<file path="src/rtl/card_dealer.sv">
`timescale 1ns/1ps
`default_nettype none
// ============================================================================
// Module : card_dealer
// Brief  : LFSR shuffle with rejection sampling; deals 9 unique cards and
//          hands them to the poker evaluator, latching its verdict.
// Rev    : 1.0  initial release
// ============================================================================
module card_dealer #(
    parameter logic [15:0] SEED         = 16'hACE1,
    parameter int          EVAL_TIMEOUT = 16
) (
    input  logic        clk,
    input  logic        reset,
    input  logic        deal_req,
    input  logic        seed_load,
    input  logic [15:0] seed_in,
    input  logic        eval_done,
    input  logic [1:0]  eval_result,
    input  logic [3:0]  eval_hand,
    input  logic        eval_qualify,
    output logic [11:0] playerCards,
    output logic [11:0] dealerCards,
    output logic [29:0] communityCards,
    output logic        start,
    output logic        busy,
    output logic        deal_valid,
    output logic [3:0]  card_count,
    output logic [1:0]  round_result,
    output logic [3:0]  round_hand,
    output logic        round_qualify,
    output logic        round_done,
    output logic        eval_error
);

    localparam logic [15:0] c_lfsr_taps = 16'hB400;
    localparam logic [5:0]  c_deck_size = 6'd52;
    localparam logic [3:0]  c_last_slot = 4'd8;
    localparam int          c_wait_w    = $clog2(EVAL_TIMEOUT + 1);
    localparam logic [c_wait_w-1:0] c_wait_last = c_wait_w'(EVAL_TIMEOUT - 1);

    typedef enum logic [1:0] {
        S_IDLE  = 2'd0,
        S_DRAW  = 2'd1,
        S_ISSUE = 2'd2,
        S_WAIT  = 2'd3
    } state_t;

    state_t                r_state;
    state_t                w_state_nxt;
    logic [15:0]           r_lfsr;
    logic [51:0]           r_used;
    logic [3:0]            r_count;
    logic [5:0]            r_slot [0:8];
    logic                  r_deal_valid;
    logic [1:0]            r_round_result;
    logic [3:0]            r_round_hand;
    logic                  r_round_qualify;
    logic                  r_round_done;
    logic                  r_eval_error;
    logic [c_wait_w-1:0]   r_wait_cnt;

    logic [15:0]           w_lfsr_nxt;
    logic [5:0]            w_cand;
    logic [63:0]           w_used_ext;
    logic                  w_accept;
    logic                  w_timeout;

    assign w_lfsr_nxt = {1'b0, r_lfsr[15:1]} ^ (r_lfsr[0] ? c_lfsr_taps : 16'h0000);
    assign w_cand     = r_lfsr[5:0];
    // Zero-padding keeps the lookup in range for the rejected codes 52..63
    assign w_used_ext = {12'h000, r_used};
    assign w_accept   = (w_cand < c_deck_size) && !w_used_ext[w_cand];
    assign w_timeout  = (r_wait_cnt == c_wait_last);

    always_ff @(posedge clk) begin
        if (reset) begin
            r_state <= S_IDLE;
        end else begin
            r_state <= w_state_nxt;
        end
    end

    always_comb begin
        w_state_nxt = r_state;
        start       = 1'b0;
        busy        = 1'b1;
        case (r_state)
            S_IDLE: begin
                busy = 1'b0;
                if (deal_req) begin
                    w_state_nxt = S_DRAW;
                end
            end
            S_DRAW: begin
                if (w_accept && (r_count == c_last_slot)) begin
                    w_state_nxt = S_ISSUE;
                end
            end
            S_ISSUE: begin
                start       = 1'b1;
                w_state_nxt = S_WAIT;
            end
            S_WAIT: begin
                if (eval_done || w_timeout) begin
                    w_state_nxt = S_IDLE;
                end
            end
            default: begin
                w_state_nxt = S_IDLE;
            end
        endcase
    end

    always_ff @(posedge clk) begin
        if (reset) begin
            r_lfsr          <= SEED;
            r_used          <= '0;
            r_count         <= '0;
            r_slot          <= '{default: '0};
            r_deal_valid    <= 1'b0;
            r_round_result  <= '0;
            r_round_hand    <= '0;
            r_round_qualify <= 1'b0;
            r_round_done    <= 1'b0;
            r_eval_error    <= 1'b0;
            r_wait_cnt      <= '0;
        end else begin
            r_round_done <= 1'b0;
            case (r_state)
                S_IDLE: begin
                    if (seed_load) begin
                        r_lfsr <= (seed_in == 16'h0000) ? SEED : seed_in;
                    end
                    if (deal_req) begin
                        r_used       <= '0;
                        r_count      <= '0;
                        r_deal_valid <= 1'b0;
                        r_eval_error <= 1'b0;
                    end
                end
                S_DRAW: begin
                    r_lfsr <= w_lfsr_nxt;
                    if (w_accept) begin
                        r_slot[r_count] <= w_cand;
                        r_used[w_cand]  <= 1'b1;
                        r_count         <= r_count + 4'd1;
                        // Raised with the last card so it is already high in ISSUE
                        if (r_count == c_last_slot) begin
                            r_deal_valid <= 1'b1;
                        end
                    end
                end
                S_ISSUE: begin
                    r_wait_cnt <= '0;
                end
                S_WAIT: begin
                    if (eval_done) begin
                        r_round_result  <= eval_result;
                        r_round_hand    <= eval_hand;
                        r_round_qualify <= eval_qualify;
                        r_round_done    <= 1'b1;
                    end else if (w_timeout) begin
                        r_eval_error <= 1'b1;
                    end else begin
                        r_wait_cnt <= r_wait_cnt + 1'b1;
                    end
                end
                default: begin
                end
            endcase
        end
    end

    assign playerCards    = {r_slot[0], r_slot[1]};
    assign dealerCards    = {r_slot[2], r_slot[3]};
    assign communityCards = {r_slot[4], r_slot[5], r_slot[6], r_slot[7], r_slot[8]};
    assign deal_valid     = r_deal_valid;
    assign card_count     = r_count;
    assign round_result   = r_round_result;
    assign round_hand     = r_round_hand;
    assign round_qualify  = r_round_qualify;
    assign round_done     = r_round_done;
    assign eval_error     = r_eval_error;

endmodule

`default_nettype wire

</file>
<file path="config.mk">
export PLATFORM = sky130hd
export DESIGN_NAME = card_dealer
export DESIGN_NICKNAME = d
export VERILOG_FILES = /design/src/rtl/card_dealer.sv
export SDC_FILE = /design/constraint.sdc
export NUM_CORES = 1
export LEC_CHECK = 0
export ABC_AREA = 1
export CAP_MARGIN = 40
export CORE_MARGIN = 2
export CORE_UTILIZATION = 45
export DETAILED_ROUTE_END_ITERATION = 6
export PLACE_DENSITY = 0.71
export RECOVER_POWER = 50
export SYNTH_ARGS = -nofsm -noshare
export SYNTH_HDL_FRONTEND = slang
export SYNTH_SLANG_ARGS = --single-unit
</file>
<file path="constraint.sdc">
create_clock -name clk -period 2.4 [get_ports clk]
set_clock_uncertainty 0.2 [all_clocks]
set_input_delay 0.24 -clock clk [delete_from_list [all_inputs] [get_ports clk]]
set_output_delay 0.24 -clock clk [all_outputs]
set_load 0.02 [all_outputs]
</file>
==> metrics.cfg, run 1 <==
[cells_and_area]
fill_cells = 1172
post-route-cell-area_sq_um = 8990
nets = 1060
final_util_pct = 64.8
n_antenna_cell = 0
drive_above_1_share_pct = 17.9
area_growth_pct = 40.5

[worst_setup_path]
crit_type = reg2reg
crit_path_max_fanout = 9
crit_path_start_kind = flip-flop
worstPathRequired_ns = 2.55
end_kind = flip-flop
cp_data_arrival_time_ns = 2.62

[place]
gp_congestion = 0.919
port-buffer-count = 97
placed_area_sq_um = 7690
place_hpwl_microns = 11900

[synth]
ys_ff_latch = 143
synth.largest_area_cell = dfxtp_1
ys_warn_count = 0
synth_top_flop_cell = dfxtp_1
syn_nets = 938
avgSynthCellArea_sq_um = 7.11
synth_cell_types = 36
netlist_area_sq_um = 6400
yosys-top-cells-area = dfxtp_1 (45%), nand2_1 (11%), a21oi_1 (9.5%)
synthCells = 900
synth-edff-count = 0
synth.top_cell.area_share_pct = 44.7
synth-seq-area-share_pct = 44.7
async_reset_ff_share_pct = 0

[route]
avgViaCountPerCell = 5.40
first_pass_iters = 6
drt_wl_total_microns = 19200
via_count = 6566
postRouteAntennaNets = 0
drt_iter0_markers = 586
drc_errors = 0
wl_per_cell_microns = 15.8

[sta]
max_slew_margin_pct = 45.7
tightest_slew_ns = 0.811
rsz0062_at_grt = yes
fin_crit_ns = 2.47
worst_hold_slack_ns = 0.148
layout_setup_ws_ns = -0.0707
setup_violations = 52
timing.final.crit_share_pct = 103
hold_viol_final = 0
maxSlewViolCount = 0
max_freq_ghz = 0.405

[floorplan]
core-area_sq_um = 13900
fp.dieW_microns = 123
die_h_microns = 123
initial_core_util_pct = 46.1
io_pins = 98
die_area_sq_um = 15200
rows = 43

[pwr]
ir_drop_mv = 0.724
power_per_cell_area_nw_per_um2 = 1120
p_leak_nw = 3.60

[cts]
postCtsHoldBufs = 0
cts_sinks = 143
cts-root-buf = clkbuf_16
numCtsBuffers = 17
cts_tree = done
clock_latency_ns = 0.42
clock_path_buffers = 2
path_clk_slew_ns = 0.07
cts_max_level = 4

[global_routing]
grt_usage_pct = 23.6
grt_pass1_vias = 5712
antenna_found_initial = 0
grt_max_degree = 60
grt_pass1_wl_microns = 28100
grt_overflow = 0

[run_status]
outcome = finished, violations left
failed_checks = setup timing

[run]
max_cap_violations = 0

[hold_path]
hold_path_class = in2reg

-- per-layer routing --
| metal | track usage [%] | part of all wire (%) |
|---|---|---|
| met3 | 6.18 | 5.9 |
| met5 | 0 | 0 |
| met2 | 38.1 | 48 |
| met1 | 30.9 | 44 |
| met4 | 7.39 | 1.9 |
-- worst max-delay path, stage by stage (launching register included) --
cell and delay, ns:
dfxtp_4 0.47, clkbuf_16 0.21, nand2_2 0.07, nand3_2 0.08, nand2_1 0.08, o21ai_1 0.14
nand2_1 0.10, nor2_4 0.16, nand2_4 0.09, nor2_4 0.16, buf_12 0.13, buf_8 0.10
clkbuf_16 0.14, nand3_1 0.06, a21oi_1 0.19
-- cell families after synthesis --
family,after synthesis,synth area share (%)
simple gates,418,28.5
xor+xnor,4,0.548
compound gates,176,14.5
buf+inv,149,9.79
fa+ha+maj,10,1.96
flops,143,44.7
-- layout make-up --
cell class | instances | area [sq um] | share of cell area (%)
sequential | 143 | 2870 | 32.0
clock buffer | 20 | 447 | 4.97
multi-input combinational | 608 | 3240 | 36.1
inverter | 95 | 367 | 4.08
clock inverter | 12 | 151 | 1.68
tap | 180 | 225 | 2.50
timing repair buffer | 157 | 1690 | 18.8
-- flip-flops by register name (all words and copies together), names as in the netlist, 2 cells and up --
| name | cells |
|---|---|
| dealerCards | 12 |
| round_hand | 4 |
| r_lfsr | 16 |
| round_result | 2 |
| r_wait_cnt | 5 |
| r_state | 2 |
| playerCards | 12 |
| r_used | 52 |
| communityCards | 30 |
| card_count | 4 |
-- Yosys cell counts, types with 2 or more instances --
library cell	number
clkbuf_1	28
nor2_2	6
nand4_1	25
a221oi_1	2
a21oi_1	121
nand2_4	2
or2_2	2
o211ai_1	4
dfxtp_1	143
xor2_1	3
nand2_1	190
nand3_1	87
buf_1	4
o21bai_1	2
inv_1	89
o221ai_1	4
buf_2	11
nor3_1	22
ha_1	10
inv_2	5
nor4_1	2
o21ai_1	8
buf_4	8
nor2_1	78
o21ai_0	30
buf_6	3
a211oi_1	2
-- worst paths after layout --
check,cells past startpoint,start,to,slack (ns)
max,14,r_lfsr[0],dealerCards[11],-0.07
min,4,reset,r_lfsr[7],0.15
max reg2reg,14,r_lfsr[0],dealerCards[11],-0.07
min reg2reg,2,communityCards[9],communityCards[9],0.26
-- placed cells by master (no fill, tap or decap), types with 26 or more instances in the layout --
cell	n
nor2_1	78
buf_4	38
nand3_1	61
inv_1	89
nand2_2	31
o21ai_0	26
nand2_1	151
nand3_2	26
dfxtp_1	140
clkdlybuf4s50_1	31
clkbuf_16	26
a21oi_1	116
dlygate4sd3_1	64
-- power breakdown --
part | switching [mW] | leakage [nW] | internal [mW]
combinational | 2.74 | 2.16 | 1.77
clock | 1.10 | 0.284 | 1.59
sequential | 0.252 | 1.16 | 2.63
-- timing repair --
item	CTS	global route
endpoints found under the setup margin	60	110
gates resized for setup	4	100
setup buffers	0	10
pin swaps	0	23
gates cloned	0	12
-- stage by stage --
stage / worst slack, ns / power [mW] / TNS, ns / std cells
after global placement: 0.0304 / 6.23 / 0 / 1161
final: -0.0707 / 10.1 / -1.24 / 1215
after floorplan: 0.159 / 5.07 / 0 / 900
after global routing: -0.150 / 10.5 / -7.00 / 1215
after CTS: 0.000137 / 8.94 / 0 / 1193
after detailed placement: -0.0106 / 6.23 / -0.0313 / 1161
Note: power is estimated with default switching activity, not from simulation.
==> run 2, diff against run 1 <==
- ABC_CLOCK_PERIOD_IN_PS: default -> 2400
==> results of run 2 <==
Same layout as run 1: the final DEF is identical, and so are final timing and power.
